## src/rtl/t_est_pkg.sv

```systemverilog
// Shared types and constants for the temperature-rate integrator.
package t_est_pkg;

  localparam int DATA_W    = 8;   // Q7.0 sample / temperature width
  localparam int ACC_W     = 16;  // Q8.7 accumulator width
  localparam int FRAC_W    = 7;   // fraction bits in the accumulator
  localparam int K_MAX_DEF = 7;   // default ceiling on the rate-divide shift

  typedef enum logic [1:0] {
    IDLE,
    RUN,
    HOLD
  } state_t;

endpackage

```

## src/rtl/t_int_sat.sv

```systemverilog
// Clamps a 17-bit signed sum into a 16-bit [lo, hi] window and reports
// whether the clamp was applied.
module t_int_sat
  import t_est_pkg::*;
(
  input  logic signed [ACC_W:0]   din,
  input  logic signed [ACC_W-1:0] lo,
  input  logic signed [ACC_W-1:0] hi,
  output logic signed [ACC_W-1:0] dout,
  output logic                    clamped
);

  logic signed [ACC_W:0] lo_x;
  logic signed [ACC_W:0] hi_x;

  assign lo_x = {lo[ACC_W-1], lo};
  assign hi_x = {hi[ACC_W-1], hi};

  // Pass the sum through unless it falls outside the window.
  always_comb begin
    // NOTE: every output of a combinational block gets a default first,
    // otherwise an unassigned path infers a latch.
    dout    = din[ACC_W-1:0];
    clamped = 1'b0;
    if (din < lo_x) begin
      dout    = lo;
      clamped = 1'b1;
    end else if (din > hi_x) begin
      dout    = hi;
      clamped = 1'b1;
    end
  end

endmodule

```

## src/rtl/t_integrator.sv

```systemverilog
// Rate-sample integrator: accumulates scaled dT samples into a Q8.7
// temperature, clamps to [t_min, t_max] and presents the integer part on a
// valid/ready output with full throughput.
// Optional build macro: T_INTEGRATOR_ROUND_EN selects round-half-up for T_out
// instead of floor.
module t_integrator
  import t_est_pkg::*;
#(
  parameter int K_MAX = K_MAX_DEF
) (
  input  logic                     clk,
  input  logic                     rst,
  input  logic                     init,
  input  logic signed [DATA_W-1:0] T_init,
  input  logic signed [DATA_W-1:0] dT_in,
  input  logic                     dt_valid,
  output logic                     dt_ready,
  input  logic        [DATA_W-1:0] k_int,
  input  logic signed [DATA_W-1:0] t_min,
  input  logic signed [DATA_W-1:0] t_max,
  output logic signed [DATA_W-1:0] T_out,
  output logic                     t_valid,
  input  logic                     t_ready,
  output logic                     sat
);

  localparam int EXT_W = ACC_W - DATA_W - FRAC_W;

  state_t                   state_q, state_d;
  logic signed [ACC_W-1:0]  acc_q;
  logic                     in_xfer, out_xfer;
  logic        [DATA_W-1:0] k_eff;
  logic signed [ACC_W-1:0]  dt_scaled, step;
  logic signed [ACC_W:0]    sum, init_scaled, sat_din;
  logic signed [ACC_W-1:0]  lo_b, hi_init, hi_run, sat_hi;
  logic signed [ACC_W-1:0]  acc_next;
  logic                     clamp_hit;
  logic signed [DATA_W+1:0] q_raw, tmin_x, tmax_x;
  logic signed [DATA_W-1:0] tout_d;

  assign in_xfer  = dt_valid && dt_ready;
  assign out_xfer = t_valid && t_ready;

  // Shift is capped at K_MAX; the sample is widened to Q8.7 before shifting
  // so the arithmetic shift keeps the fractional bits.
  assign k_eff     = (k_int > DATA_W'(K_MAX)) ? DATA_W'(K_MAX) : k_int;
  assign dt_scaled = {{EXT_W{dT_in[DATA_W-1]}}, dT_in, {FRAC_W{1'b0}}};
  assign step      = dt_scaled >>> k_eff;
  assign sum       = {acc_q[ACC_W-1], acc_q} + {step[ACC_W-1], step};

  // Init loads T_init clamped to whole degrees; a running sum may reach the
  // top of the t_max degree (fraction all ones).
  assign init_scaled = {{(EXT_W+1){T_init[DATA_W-1]}}, T_init, {FRAC_W{1'b0}}};
  assign lo_b        = {{EXT_W{t_min[DATA_W-1]}}, t_min, {FRAC_W{1'b0}}};
  assign hi_init     = {{EXT_W{t_max[DATA_W-1]}}, t_max, {FRAC_W{1'b0}}};
  assign hi_run      = {{EXT_W{t_max[DATA_W-1]}}, t_max, {FRAC_W{1'b1}}};

  // One clamp unit shared between init and accumulate; init has priority.
  assign sat_din = init ? init_scaled : sum;
  assign sat_hi  = init ? hi_init : hi_run;

  t_int_sat u_sat (
    .din     (sat_din),
    .lo      (lo_b),
    .hi      (sat_hi),
    .dout    (acc_next),
    .clamped (clamp_hit)
  );

`ifdef T_INTEGRATOR_ROUND_EN
  // Round half up: floor plus the half-LSB bit.
  assign q_raw = {acc_next[ACC_W-1], acc_next[ACC_W-1:FRAC_W]}
               + {{(DATA_W+1){1'b0}}, acc_next[FRAC_W-1]};
`else
  assign q_raw = {acc_next[ACC_W-1], acc_next[ACC_W-1:FRAC_W]};
`endif

  assign tmin_x = {{2{t_min[DATA_W-1]}}, t_min};
  assign tmax_x = {{2{t_max[DATA_W-1]}}, t_max};

  // Output clamp; since t_max <= 127 it also saturates a rounded +128.
  always_comb begin
    tout_d = q_raw[DATA_W-1:0];
    if (q_raw < tmin_x) begin
      tout_d = t_min;
    end else if (q_raw > tmax_x) begin
      tout_d = t_max;
    end
  end

  // FSM state register.
  always_ff @(posedge clk or posedge rst) begin
    // NOTE: sequential state uses non-blocking assignments so every register
    // samples pre-edge values regardless of statement order.
    if (rst) state_q <= IDLE;
    else     state_q <= state_d;
  end

  // Next-state and dt_ready; input is refused while an output is stalled.
  always_comb begin
    state_d  = state_q;
    dt_ready = 1'b0;
    case (state_q)
      IDLE: begin
        if (init) state_d = RUN;
      end
      RUN: begin
        dt_ready = !t_valid || t_ready;
        if (!init && t_valid && !t_ready) state_d = HOLD;
      end
      HOLD: begin
        if (init || t_ready) state_d = RUN;
      end
      default: state_d = IDLE;
    endcase
  end

  // Accumulator, output register and sticky clamp flag.
  always_ff @(posedge clk or posedge rst) begin
    if (rst) begin
      acc_q   <= '0;
      T_out   <= '0;
      t_valid <= 1'b0;
      sat     <= 1'b0;
    end else if (init) begin
      acc_q   <= acc_next;
      t_valid <= 1'b0;
      sat     <= 1'b0;
    end else if (in_xfer) begin
      acc_q   <= acc_next;
      T_out   <= tout_d;
      t_valid <= 1'b1;
      sat     <= sat | clamp_hit;
    end else if (out_xfer) begin
      t_valid <= 1'b0;
    end
  end

endmodule

```

## config.mk

```make
export PLATFORM = sky130hd
export DESIGN_NAME = t_integrator
export DESIGN_NICKNAME = d
export VERILOG_FILES = /design/src/rtl/t_est_pkg.sv /design/src/rtl/t_int_sat.sv /design/src/rtl/t_integrator.sv
export SDC_FILE = /design/constraint.sdc
export NUM_CORES = 1
export LEC_CHECK = 0
export ABC_CLOCK_PERIOD_IN_PS = 16500
export CORE_MARGIN = 2
export CORE_UTILIZATION = 40
export DETAILED_ROUTE_END_ITERATION = 8
export GPL_TIMING_DRIVEN = 1
export PLACE_DENSITY = 0.72
export SYNTH_ARGS = -nofsm -noshare
export SYNTH_HDL_FRONTEND = slang
export SYNTH_SLANG_ARGS = --single-unit
```

## constraint.sdc

```tcl
create_clock -name clk -period 16.5 [get_ports clk]
set_input_delay 3.3 -clock clk [delete_from_list [all_inputs] [get_ports clk]]
set_output_delay 3.3 -clock clk [all_outputs]
set_load 0.01 [all_outputs]
```

=== Word-level counts from Yosys, hierarchy flattened ===
Cells that the tools add are included.

* Equal/unequal tests: 5
* Order comparisons: 5
* Bitwise operators: 2
* Add/subtract/negate cells: 1
* Mux-type cells: 21
* Reductions and logical operators: 14
* Shift operators: 1

{| class="wikitable"
|+ Operator list
! operator !! count
|-
| 16-bit 2-to-1 mux || 4
|-
| 8-bit 2-to-1 mux || 3
|-
| 16-bit by 16-bit adder with 17-bit output || 1
|-
| 17-bit by 15-bit > comparator with 1-bit output || 1
|-
| 17-bit by 15-bit < comparator with 1-bit output || 1
|-
| 17-bit 2-to-1 mux || 1
|-
| 15-bit by 8-bit >>> shifter with 16-bit output || 1
|-
| 9-bit by 8-bit > comparator with 1-bit output || 1
|-
| 9-bit by 8-bit < comparator with 1-bit output || 1
|-
| 8-bit by 3-bit > comparator with 1-bit output, second input constant || 1
|-
| 1-bit 2-to-1 mux || 8
|-
| 7-bit 2-to-1 mux || 1
|-
| 2-bit 2-to-1 mux || 3
|-
| 2-bit != test, second input constant || 3
|-
| 2-bit one-hot mux with 3 select lines || 1
|-
| 1-bit logical AND || 4
|-
| 1-bit logical NOT || 3
|-
| 3-bit AND reduction || 1
|-
| 3-bit nonzero test || 1
|-
| 2-bit by 1-bit equality test with 1-bit output, second input constant || 1
|-
| 2-bit equality test, second input constant || 1
|-
| 2-bit logical NOT || 1
|-
| 1-bit logical OR || 2
|-
| 2-bit AND reduction || 1
|-
| other kinds (3) || 3
|}

* Word-level logic and storage cells: 54
* Register bits: 28
* Output and inout bits: 11
* Bits of input ports: 45

=== Longest topological paths before layout ===
* Depth after elaboration: 11
* Gate-level depth with buffers: 38
* Mapped depth without buffers: 35

=== Cells and area by module ===
A second synthesis with hierarchy kept.

* Cell total of the unflattened synthesis: 542
* Area, all modules: 4,439.3 um^2

{| class="wikitable"
|+ By module, submodules not included
! module !! seq. area each (um^2) !! times used !! cells each !! area an instance (um^2)
|-
| t_integrator || 700.7 || 1 || 331 || 2,917.8
|-
| t_int_sat || 0.0 || 1 || 211 || 1,521.5
|}

=== Worst setup path before layout ===
No wires, ideal clock.

* Path kind: input-to-reg
* Start point: in k_int[5]
* End point: reg T_out[1]
* Data arrival time: 10,481 ps
* Path slack: 5,898 ps
* Cell stages on the path: 30
* Buffers on the path: 2
* Cells stage by stage: nor3_1 -> nand2_1 -> nor2_1 -> mux2_2 -> o21ai_0 -> o22ai_1 -> ha_1 -> buf_2 -> o21ai_0 -> nor2b_1 -> a211o_1 -> nand3b_1 -> o311ai_0 -> ha_1 -> nand3_1 -> or4_4 -> a211oi_2 -> o2111ai_2 -> nand2_4 -> buf_2 -> mux2i_1 -> a21oi_1 -> ha_1 -> a2111oi_0 -> o21ai_0 -> a21o_1 -> a21oi_1 -> o21ai_2 -> a221o_1 -> a22o_1

* Word-level cells in the longest chain between the ends: 11

{| class="wikitable"
|+ Ends and longest elaborated chain
! element !! RTL line !! source
|-
| from (decl) || t_integrator.sv:18 || <nowiki>input logic [DATA_W-1:0] k_int,</nowiki>
|-
| 8-bit by 3-bit > comparator with 1-bit output || t_integrator.sv:46 || <nowiki>assign k_eff = (k_int > DATA_W'(K_MAX)) ? DATA_W'(K_MAX) : k_int;</nowiki>
|-
| 8-bit 2-to-1 mux (*) || t_integrator.sv:46 ||
|-
| 15-bit by 8-bit >>> shifter with 16-bit output (*) || t_integrator.sv:48 || <nowiki>assign step = dt_scaled >>> k_eff;</nowiki>
|-
| 16-bit by 16-bit adder with 17-bit output (*) || t_integrator.sv:49 || <nowiki>assign sum = {acc_q[ACC_W-1], acc_q} + {step[ACC_W-1], step};</nowiki>
|-
| 17-bit 2-to-1 mux (*) || t_integrator.sv:59 || <nowiki>assign sat_din = init ? init_scaled : sum;</nowiki>
|-
| 17-bit by 15-bit > comparator with 1-bit output || t_int_sat.sv:28 || <nowiki>end else if (din > hi_x) begin</nowiki>
|-
| 16-bit 2-to-1 mux || t_int_sat.sv:28 ||
|-
| 16-bit 2-to-1 mux (*) || t_int_sat.sv:25 || <nowiki>if (din < lo_x) begin</nowiki>
|-
| named net acc_next[10] || t_integrator.sv:36 || <nowiki>logic signed [ACC_W-1:0] acc_next;</nowiki>
|-
| 9-bit by 8-bit > comparator with 1-bit output || t_integrator.sv:86 || <nowiki>end else if (q_raw > tmax_x) begin</nowiki>
|-
| 8-bit 2-to-1 mux || t_integrator.sv:86 ||
|-
| 8-bit 2-to-1 mux (*) || t_integrator.sv:84 || <nowiki>if (q_raw < tmin_x) begin</nowiki>
|-
| to (signal assigned) || t_integrator.sv:131 || <nowiki>T_out <= tout_d;</nowiki>
|-
| to (decl) || t_integrator.sv:21 || <nowiki>output logic signed [DATA_W-1:0] T_out,</nowiki>
|}

The timed path passes the listed nets; every way through them passes the cells marked *.
A chain may end at the register's enable or synchronous reset.

=== Worst setup path in the final report ===
* Start point: in k_int[5]
* End point: reg T_out[3]

The elaborated chain is that of the path after synthesis.

==> out/qor.txt <==
================================================================================
Overall die height                                                        100 um
Average instance area after synthesis                                 7.88 sq um
Total Die Area                                                       10100 sq um
Smallest hold slack                                                       514 ps
Synthesis-stage register bit count                                            28
Non-Filler Instances                                                         628
Final hold vios                                                                0
Count of vias placed by the detailed router                                 3831
Cell area after technology mapping                                    3710 sq um
Total Power                                                             0.719 mW
# Post-CTS Setup Buffers                                                       0
Minimum setup slack among reg-to-reg paths                               9110 ps
HPWL after detailed placement                                            8790 um
Worst Tran Pin Value                                                     1110 ps
Worst flop-to-flop path endpoint                                        T_out[3]
Top Ports                                                                     56
CTS Sinks                                                                     28
Number of global-route vias before repair                                   3681
Unrepaired setup endpoints after global routing                            false
Main flop type after synthesis                                           dfrtp_1
Worst slew slack as a fraction of its limit                                0.257
Number of nets still failing antenna checks after routing                      0
Synth warnings                                                                 0
Sort of element at the start of the critical path                      input pin
Total nets after synthesis                                                   569
Antenna violations before repair                                               0
LEAKAGE                                                                  1.96 nW
Initial DRC Count                                                            310
Clock network power share                                                  0.079
Reg2Reg Launch Point                                                    acc_q[0]
Number of max-slew violations in the final report                              0
DRT Pass-1 Iters                                                               5
Crit. End Element                                                           flop
Overall routed net length                                               10900 um
Achievable Freq                                                       0.0837 GHz
Maximum root-to-sink buffer count                                              2
Total congestion overflow after global routing                                 0
Master of the slowest instance on the critical path                       nor2_1
Setup WS post-layout                                                     4550 ps
Max Fanout on Critical Path                                                   17
Starting Density                                                           0.408
Outcome                                                             finished, final reports clean
Share of power burned in combinational logic                               0.762
Fraction of final layout cells with drive strength greater than 1         0.0716
Number of different library cells in the post-synthesis netlist               64
Placer Congestion                                                          0.923
Max rail drop VDD                                                        71.3 uV
Data required time of the worst path                                    16670 ps
Cells after Synth                                                            471
MaxCap Viol Count                                                              0
Area of the core                                                      9110 sq um
Worst setup slack before clock tree synthesis                            4430 ps
Net switching power of the design                                       0.361 mW
Total global routing track utilization                                     0.218
Flop pwr share                                                             0.159
Pin count of the biggest net entering global routing                          29
Worst Hold Class                                                    flop to flop
Core Util, Final                                                           0.484
Reg clk slew, reported paths                                              110 ps
Hold path startpoint                                                    acc_q[4]
Number of instances on the worst hold path                                     2
Endpoint with the worst hold slack                                      acc_q[4]
Post-layout minimum cycle time                                          11950 ps
Placed cell count                                                            624
Sequential element share of the synthesized area                           0.189
Critical path start-end classification                              input pin to flop
Detail-routed net length per standard cell                               17.3 um
Most frequent cell on the critical path                                  o21ai_0
Worst-case reg-to-reg path depth                                              24
Total negative slack for setup checks                                       0 ps
Root buf cell                                                           clkbuf_8
Later-pin clock latency in the skew report                                290 ps
Quantity of I/O buffers inserted on ports                                     55
Share of total power consumed by net switching                             0.502
Final cycle utilization of the critical path                               0.724
Global-route wire length before repair                                  17900 um
Final instance area                                                   4410 sq um
Antenna diode count                                                            0
Power density of the placed cells                                    163 nW/um^2
Quantity of hold-fixing buffers added after cts                                0
Remaining design rule violation count                                          0
Worst clock skew on the final layout                                     13.7 ps
Design internal power                                                   0.358 mW
# nets final                                                                 616
Biggest cell delay along the critical path                                690 ps
Area of placed instances                                              4340 sq um
Std-Cell Rows                                                                 35
Die extent in x                                                           100 um
Layout overhead on the synthesized area                                    18.9%
Clock tree from TritonCTS                                                  built
Htree depth                                                                    1
# resized after CTS                                                            0
Num CTS Buffers                                                                3
Number of enable flip-flop cells after synthesis                               0
Post-synth ARST share                                                       1.00
WP data arrival                                                         12120 ps
Routed vias/inst                                                            6.10
Number of endpoints failing setup at the final stage                           0
================================================================================
-- flip-flops by register name (all words and copies together), names as in the netlist --
register  flops
T_out         8
acc_q        16
sat           1
state_q       2
t_valid       1
-- worst max-delay path, delay by kind of cell --
| kind | cells | cell delay [ps] |
|---|---|---|
| AOI/OAI and AO/OA | 17 | 4470 |
| adders and majority gates | 3 | 970 |
| buffers and inverters | 1 | 390 |
| muxes | 2 | 540 |
| and+or+nand+nor | 10 | 2430 |
-- power by group through the flow --
stage	logic, mW	registers, mW	clock network [mW]
after floorplan	0.399	0.114	0
after global placement	0.520	0.115	0
after detailed placement	0.533	0.116	0
after CTS	0.536	0.114	0.0579
after global routing	0.608	0.117	0.0593
final	0.548	0.115	0.0566
-- routing by layer --
metal | GRT usage | vias up | share of wire
met4 | 0.0695 | 0 | 0.028
li1 | - | 1858 | -
met2 | 0.375 | 163 | 0.48
met1 | 0.286 | 1777 | 0.43
met5 | 0 | - | 0
met3 | 0.0216 | 33 | 0.059
-- layout make-up --
type	count	area, sq um
Fill cell	911	4700
Clock inverter	1	30.0
Timing Repair Buffer	56	558
Sequential cell	28	701
Clock buffer	3	41.3
Multi-Input combinational cell	397	2820
Inverter	32	120
Tap cell	111	139
-- cell usage in the layout, fill, tap and decap left out, types with 3 or more instances in the layout --
cell type / n
o21a_1: 4
a31oi_1: 7
o21ai_0: 31
clkbuf_8: 3
nand4_1: 5
dfrtp_1: 28
mux2i_1: 17
a21oi_2: 4
xnor2_1: 3
ha_1: 52
a21oi_1: 48
xor2_1: 4
a221o_1: 5
inv_1: 32
or2_2: 3
o311ai_0: 3
o22ai_1: 8
nor2_1: 42
nand3b_1: 3
mux2_2: 13
nand2_1: 46
o211ai_1: 3
a21o_1: 13
nand3_1: 12
nor2b_1: 8
a211o_1: 5
nor3_1: 13
clkdlybuf4s50_1: 55
-- cells by family after synthesis --
family | after synthesis | share of synthesized area
simple gates | 147 | 0.190
mux | 31 | 0.0893
buf+inv | 46 | 0.0516
compound gates | 159 | 0.283
fa+ha+maj | 53 | 0.181
flops | 28 | 0.189
xor+xnor | 7 | 0.0165
-- Yosys cell counts, types with 4 or more instances --
cell       n  area [sq um]
ha_1      52           651
a21oi_1   49           245
nand2_1   46           173
nor2_1    42           158
inv_1     32           120
o21ai_0   31           155
dfrtp_1   28           701
mux2i_1   17           170
a21o_1    13          97.6
mux2_2    13           146
nor3_1    13          65.1
nand3_1   12          60.1
clkbuf_1   9          33.8
nor2b_1    8          50.1
o22ai_1    8          50.1
a31oi_1    7          43.8
a211o_1    5          43.8
a221o_1    5          50.1
nand4_1    5          31.3
o21a_1     4          30.0
xor2_1     4          35.0
-- worst max path at each step --
stage             start        to  cells past startpoint
2_1_floorplan  k_int[5]  T_out[1]                     30
3_3_place_gp   k_int[5]  T_out[1]                     30
3_5_place_dp   k_int[5]  T_out[3]                     33
4_1_cts        k_int[5]  T_out[3]                     33
5_1_grt        k_int[5]  T_out[3]                     33
6_report       k_int[5]  T_out[3]                     33
(Power assumes the default switching activity.)
==> variant 1: new RTL, config.mk and constraints unchanged <==
Build with the macro `T_INTEGRATOR_ROUND_EN` defined.
--- a/src/rtl/t_integrator.sv
+++ b/src/rtl/t_integrator.sv
@@ -3,6 +3,8 @@
 // valid/ready output with full throughput.
 // Optional build macro: T_INTEGRATOR_ROUND_EN selects round-half-up for T_out
 // instead of floor.
+`define T_INTEGRATOR_ROUND_EN
+
 module t_integrator
   import t_est_pkg::*;
 #(
Formal check against the unedited RTL: not equivalent (Yosys sat finds a counterexample within 4 cycles, from zero or initial values and one cycle with rst high).
==> variant 1 against the original RTL <==
Via count rose by 0.63%. Combinational power rose by 9.3%. Worst setup slack got worse by 0.64 ns. Final cell count rose by 5.4%. Total power rose by 5.5%. Area after synthesis rose by 2.3%. Count of clock-buffer cells in the layout rose by 1. Cell area rose by 2.2%. Clock skew fell by 0.011 ns. Sequential cell count did not move. Routed wire length rose by 4.8%. Sequential share of layout area fell by 0.34 points. Utilization rose by 0.37 points. Clock power fell by 27%. Critical endpoint is now T_out[4].
==> variant 1: results (changes against the original RTL) <==
* Filler instances at 919 (+0.88%)
* Synth top area cells: dfrtp_1, ha_1, a21oi_1
* Slowest Stage Delay on Critical Path at 0.75 ns (+0.06 ns)
* Clock Latency Late Sink at 0.27 ns (-0.02 ns)
* Slew @ Worst Pin at 1.08 ns (-0.0342 ns)
* CP Data Arrival Time at 12.75 ns (+0.63 ns)
* Vias at 3855 (+0.63%)
* Placed Instances at 658 (+5.4%)
* Status: finished clean
* RePlAce Congestion at 0.933 (+1.0%)
* YS warnings at 0 (unchanged)
* DR top layer: met4
* Yosys cell types at 63 (-1.6%)
* Pin count of the biggest net entering global routing at 29 (unchanged)
* P_leak at 1.98 nW (+1.2%)
* WL met1 at 5230 µm (+11%)
* Nets at 636 (+3.2%)
* Vias in the first global route at 3614 (-1.8%)
* Met3 wire length at 830 µm (+29%)
* GRT Util Overall at 21.9% (+0.096 points)
* Wire length of the first global-routing pass at 17900 µm (about the same)
* Critical Path Fanout Max at 15 (-2)
* Post-CTS Resized at 0 (unchanged)
* DRT iter0 DRCs at 286 (-7.7%)
* Worst clock skew at 0.00241 ns (-0.0113 ns)
* DR pass1 iterations at 6 (+1)
* Post-DP HPWL at 9290 µm (+5.7%)
* DR WL met2 at 5120 µm (-1.9%)
* Clock-pin slew on the worst setup and hold paths at 0.09 ns (-0.02 ns)
* Via density at 5.82 (-4.5%)
* Worst IR Drop VDD at 99.5 µV (+40%)
* Total detailed-routing wirelength at 11400 µm (+4.8%)
* Pre-CTS setup slack at 3.77 ns (-0.661 ns)
* Syn Nets at 589 (+3.5%)
* Port Buffers at 55 (unchanged)
* Sequential area share after synthesis at 18.5% (-0.42 points)
* Share of layout cells above drive strength 1 at 6.75% (-0.40 points)
* Most instantiated cells after synthesis: ha_1, nand2_1, nor2_1, a21oi_1, o21ai_0
* Post-Synthesis Cells at 487 (+3.4%)
## variant 1: final cells by class
cell class | instances | area, µm² | share of cell area [%]
Timing Repair Buffer | 57 | 566 | 12.5
Tap cell | 129 | 161 | 3.58
Sequential cell | 28 | 701 | 15.5
Clock buffer | 4 | 55.1 | 1.22
Multi-Input combinational cell | 415 | 2920 | 64.7
Inverter | 29 | 109 | 2.41
## variant 1: power breakdown
group	internal, mW	switching [mW]	total (mW)	leakage (nW)
registers	0.0960	0.0219	0.118	0.346
logic	0.248	0.351	0.599	1.61
clock network	0.0213	0.0201	0.0414	0.0288
total	0.365	0.393	0.758	1.98
## variant 1: metal layers
| layer | GRT usage [%] | up-vias |
|---|---|---|
| met5 | 0 | - |
| met4 | 6.86 | 0 |
| met3 | 2.69 | 18 |
| met2 | 35.1 | 163 |
| met1 | 30.7 | 1783 |
| li1 | - | 1891 |
## variant 1: worst max-delay path: cells and delay by family
kind,cells,cell delay (ns)
adders and majority gates,5,1.42
AOI/OAI and AO/OA,12,3.08
muxes,3,1.06
and+or+nand+nor,10,3.04
xor gates and xnor gates,1,0.32
buffers and inverters,2,0.53
## variant 1: worst paths after layout
path,endpoint,start,depth (start not counted),slack (ns)
min,T_out[1],T_out[1],2,0.50
max,T_out[4],k_int[6],33,3.91
min reg2reg,T_out[1],T_out[1],2,0.50
max in group asynchronous,T_out[0],rst,2,12.31
max reg2reg,T_out[4],acc_q[0],29,8.67
min in group asynchronous,sat,rst,2,3.58
## variant 1: metrics by stage
| step | area (µm²) | util (%) |
|---|---|---|
| after global routing | 4510 | 48.8 |
| final | 4510 | 48.8 |
| after global placement | 4460 | 48.2 |
| after CTS | 4510 | 48.8 |
| after detailed placement | 4460 | 48.2 |
| after floorplan | 3800 | - |
## variant 1: cell families after synthesis
kind of cell / Yosys count / share of synthesized area, %
xor gates and xnor gates: 12 / 2.77
and+or+nand+nor: 166 / 20.7
DFF: 28 / 18.5
buffers and inverters: 44 / 4.68
muxes: 32 / 9.26
AOI/OAI and AO/OA: 148 / 25.2
adders and majority gates: 57 / 19.0
==> variant 2: new RTL, config.mk and constraints unchanged <==
Without the edit above. Make the reset (`rst`) synchronous in 2 clocked blocks.
--- a/src/rtl/t_integrator.sv
+++ b/src/rtl/t_integrator.sv
@@ -89,7 +89,7 @@
   end
 
   // FSM state register.
-  always_ff @(posedge clk or posedge rst) begin
+  always_ff @(posedge clk) begin
     // NOTE: sequential state uses non-blocking assignments so every register
     // samples pre-edge values regardless of statement order.
     if (rst) state_q <= IDLE;
@@ -116,7 +116,7 @@
   end
 
   // Accumulator, output register and sticky clamp flag.
-  always_ff @(posedge clk or posedge rst) begin
+  always_ff @(posedge clk) begin
     if (rst) begin
       acc_q   <= '0;
       T_out   <= '0;
Check against the original RTL: differs if rst is asserted again (counterexample within 4 cycles, from zero or initial values and one cycle with rst high); with rst held inactive, the same outputs for 4 cycles.
==> variant 2 against the original RTL <==
Utilization rose by 0.90 points. Register-to-register slack got worse by 0.12 ns. Final cell count rose by 1.4%. Critical path depth fell by 5. Cell area fell by 1.5%. Sequential cell count did not move. Total power fell by 42%. Routed wire length rose by 7.2%. Clock power rose by 1%. Worst setup slack got worse by 0.36 ns. Area after synthesis fell by 1.7%. Worst hold slack got worse by 0.048 ns. Die area fell by 1.6%. Maximum frequency fell by 3.0%. Highest routed layer unchanged.
==> variant 2: results (changes against the original RTL) <==
* Status: finished clean
* # Post-CTS Setup Buffers at 0 (unchanged)
* Worst IR Drop VDD at 50.8 µV (-29%)
* Buffer share of cell area at 13.0% (+0.37 points)
* Fin cells at 637 (+1.4%)
* Synth Area per Inst at 7.54 µm² (-4.3%)
* Met3 wire length at 767 µm (+19%)
* Slowest Stage Delay on Critical Path at 0.89 ns (+0.20 ns)
* Critical Path Slowest Stage Cell: a31oi_1
* Drt wl/cell at 18.3 µm (+5.7%)
* Met3 Use GR at 2.95% (+0.79 points)
* Ys async rst share at 0% (-100 points)
* Critical Path Fanout Max at 16 (-1)
* Most instantiated cells after synthesis: ha_1, nor2_1, nand2_1, o21ai_0, a21oi_1
* Met1 Use GR at 31.5% (+3.0 points)
* Sequential area share after synthesis at 15.4% (-3.5 points)
* Comb pwr share at 67.2% (-9.0 points)
* FFs & Latches at 28 (unchanged)
* Worst reg-to-reg path cell count at 23 (-4.2%)
* Syn Nets at 582 (+2.3%)
* Setup CP Type: in -> reg
* Yosys cell types at 71 (+11%)
* Critical Path Start: k_int[7]
* Nets at 628 (+1.9%)
* DR WL met2 at 5470 µm (+4.8%)
* Post-DP HPWL at 9460 µm (+7.7%)
* DR pass1 iterations at 5 (unchanged)
* RePlAce Congestion at 1.00 (+8.5%)
* Pint at 221 µW (-38%)
* Sw Pwr at 198 µW (-45%)
* Flop2flop setup slack at 8.99 ns (-0.12 ns)
* CP Data Arrival Time at 12.51 ns (+0.39 ns)
* Worst clock skew at 0.00472 ns (-0.00902 ns)
* DRT iter0 DRCs at 228 (-26%)
* Register fraction of the total cell area at 12.9% (-3.0 points)
* Slew headroom at 20.5% (-5.2 points)
* WHS Endpoint: acc_q[0]
* Via density at 6.19 (+1.5%)
* FF-to-FF Start: acc_q[0]
* Share of layout cells above drive strength 1 at 6.05% (-1.1 points)
* P_leak at 1.80 nW (-8.0%)
* Nonclk inv count at 25 (-22%)
* GR Util met2 at 41.2% (+3.7 points)
* Filler instances at 865 (-5.0%)
* ClkCell Share at 1.64% (+0.025 points)
* #MultiIn Comb at 415 (+4.5%)
* Nonclk buf count at 57 (+1.8%)
* WL met1 at 5200 µm (+10%)
* GRT Util Overall at 23.6% (+1.8 points)
* Synth top area cells: ha_1, dfxtp_1, o21ai_0
* Crit-path leading delay family: compound AO/OA/AOI/OAI gates
* Clk pwr at 57.3 µW (+1%)
* Vias in the first global route at 3797 (+3.2%)
* Multi-input logic area at 0.00292 mm² (+3.4%)
* Pin count of the biggest net entering global routing at 28 (-3.4%)
* Worst reg2reg path endpoint: T_out[1]
* Wire length of the first global-routing pass at 19000 µm (+6.2%)
* HP Start: acc_q[0]
* Post-synth top flop: dfxtp_1
## variant 2: cell types whose count changed after synthesis, moves of 8 or more
cell      change
dfrtp_1      -28
dfxtp_1      +28
a21oi_1      -14
a211oi_1     +10
o21ai_0      +10
nor2_1        +9
a21o_1        -8
mux2_2        -8
## variant 2: cell families after synthesis
| kind of cell | share of synthesized area [%] |
|---|---|
| and+or+nand+nor | 22.2 |
| buffers and inverters | 4.66 |
| AOI/OAI and AO/OA | 33.1 |
| adders and majority gates | 18.4 |
| muxes | 4.90 |
| xor gates and xnor gates | 1.44 |
| DFF | 15.4 |
## variant 2: stage by stage
step / setup slack [ns] / hold slack (ns) / util (%) / area, µm²
2_1_floorplan: 6.08 / 0.436 / - / 3650
4_1_cts: 4.30 / 0.470 / 49.3 / 4350
3_3_place_gp: 4.29 / 0.446 / 48.5 / 4270
3_5_place_dp: 4.02 / 0.448 / 48.5 / 4270
5_1_grt: 3.24 / 0.491 / 49.3 / 4350
6_report: 4.19 / 0.466 / 49.3 / 4350
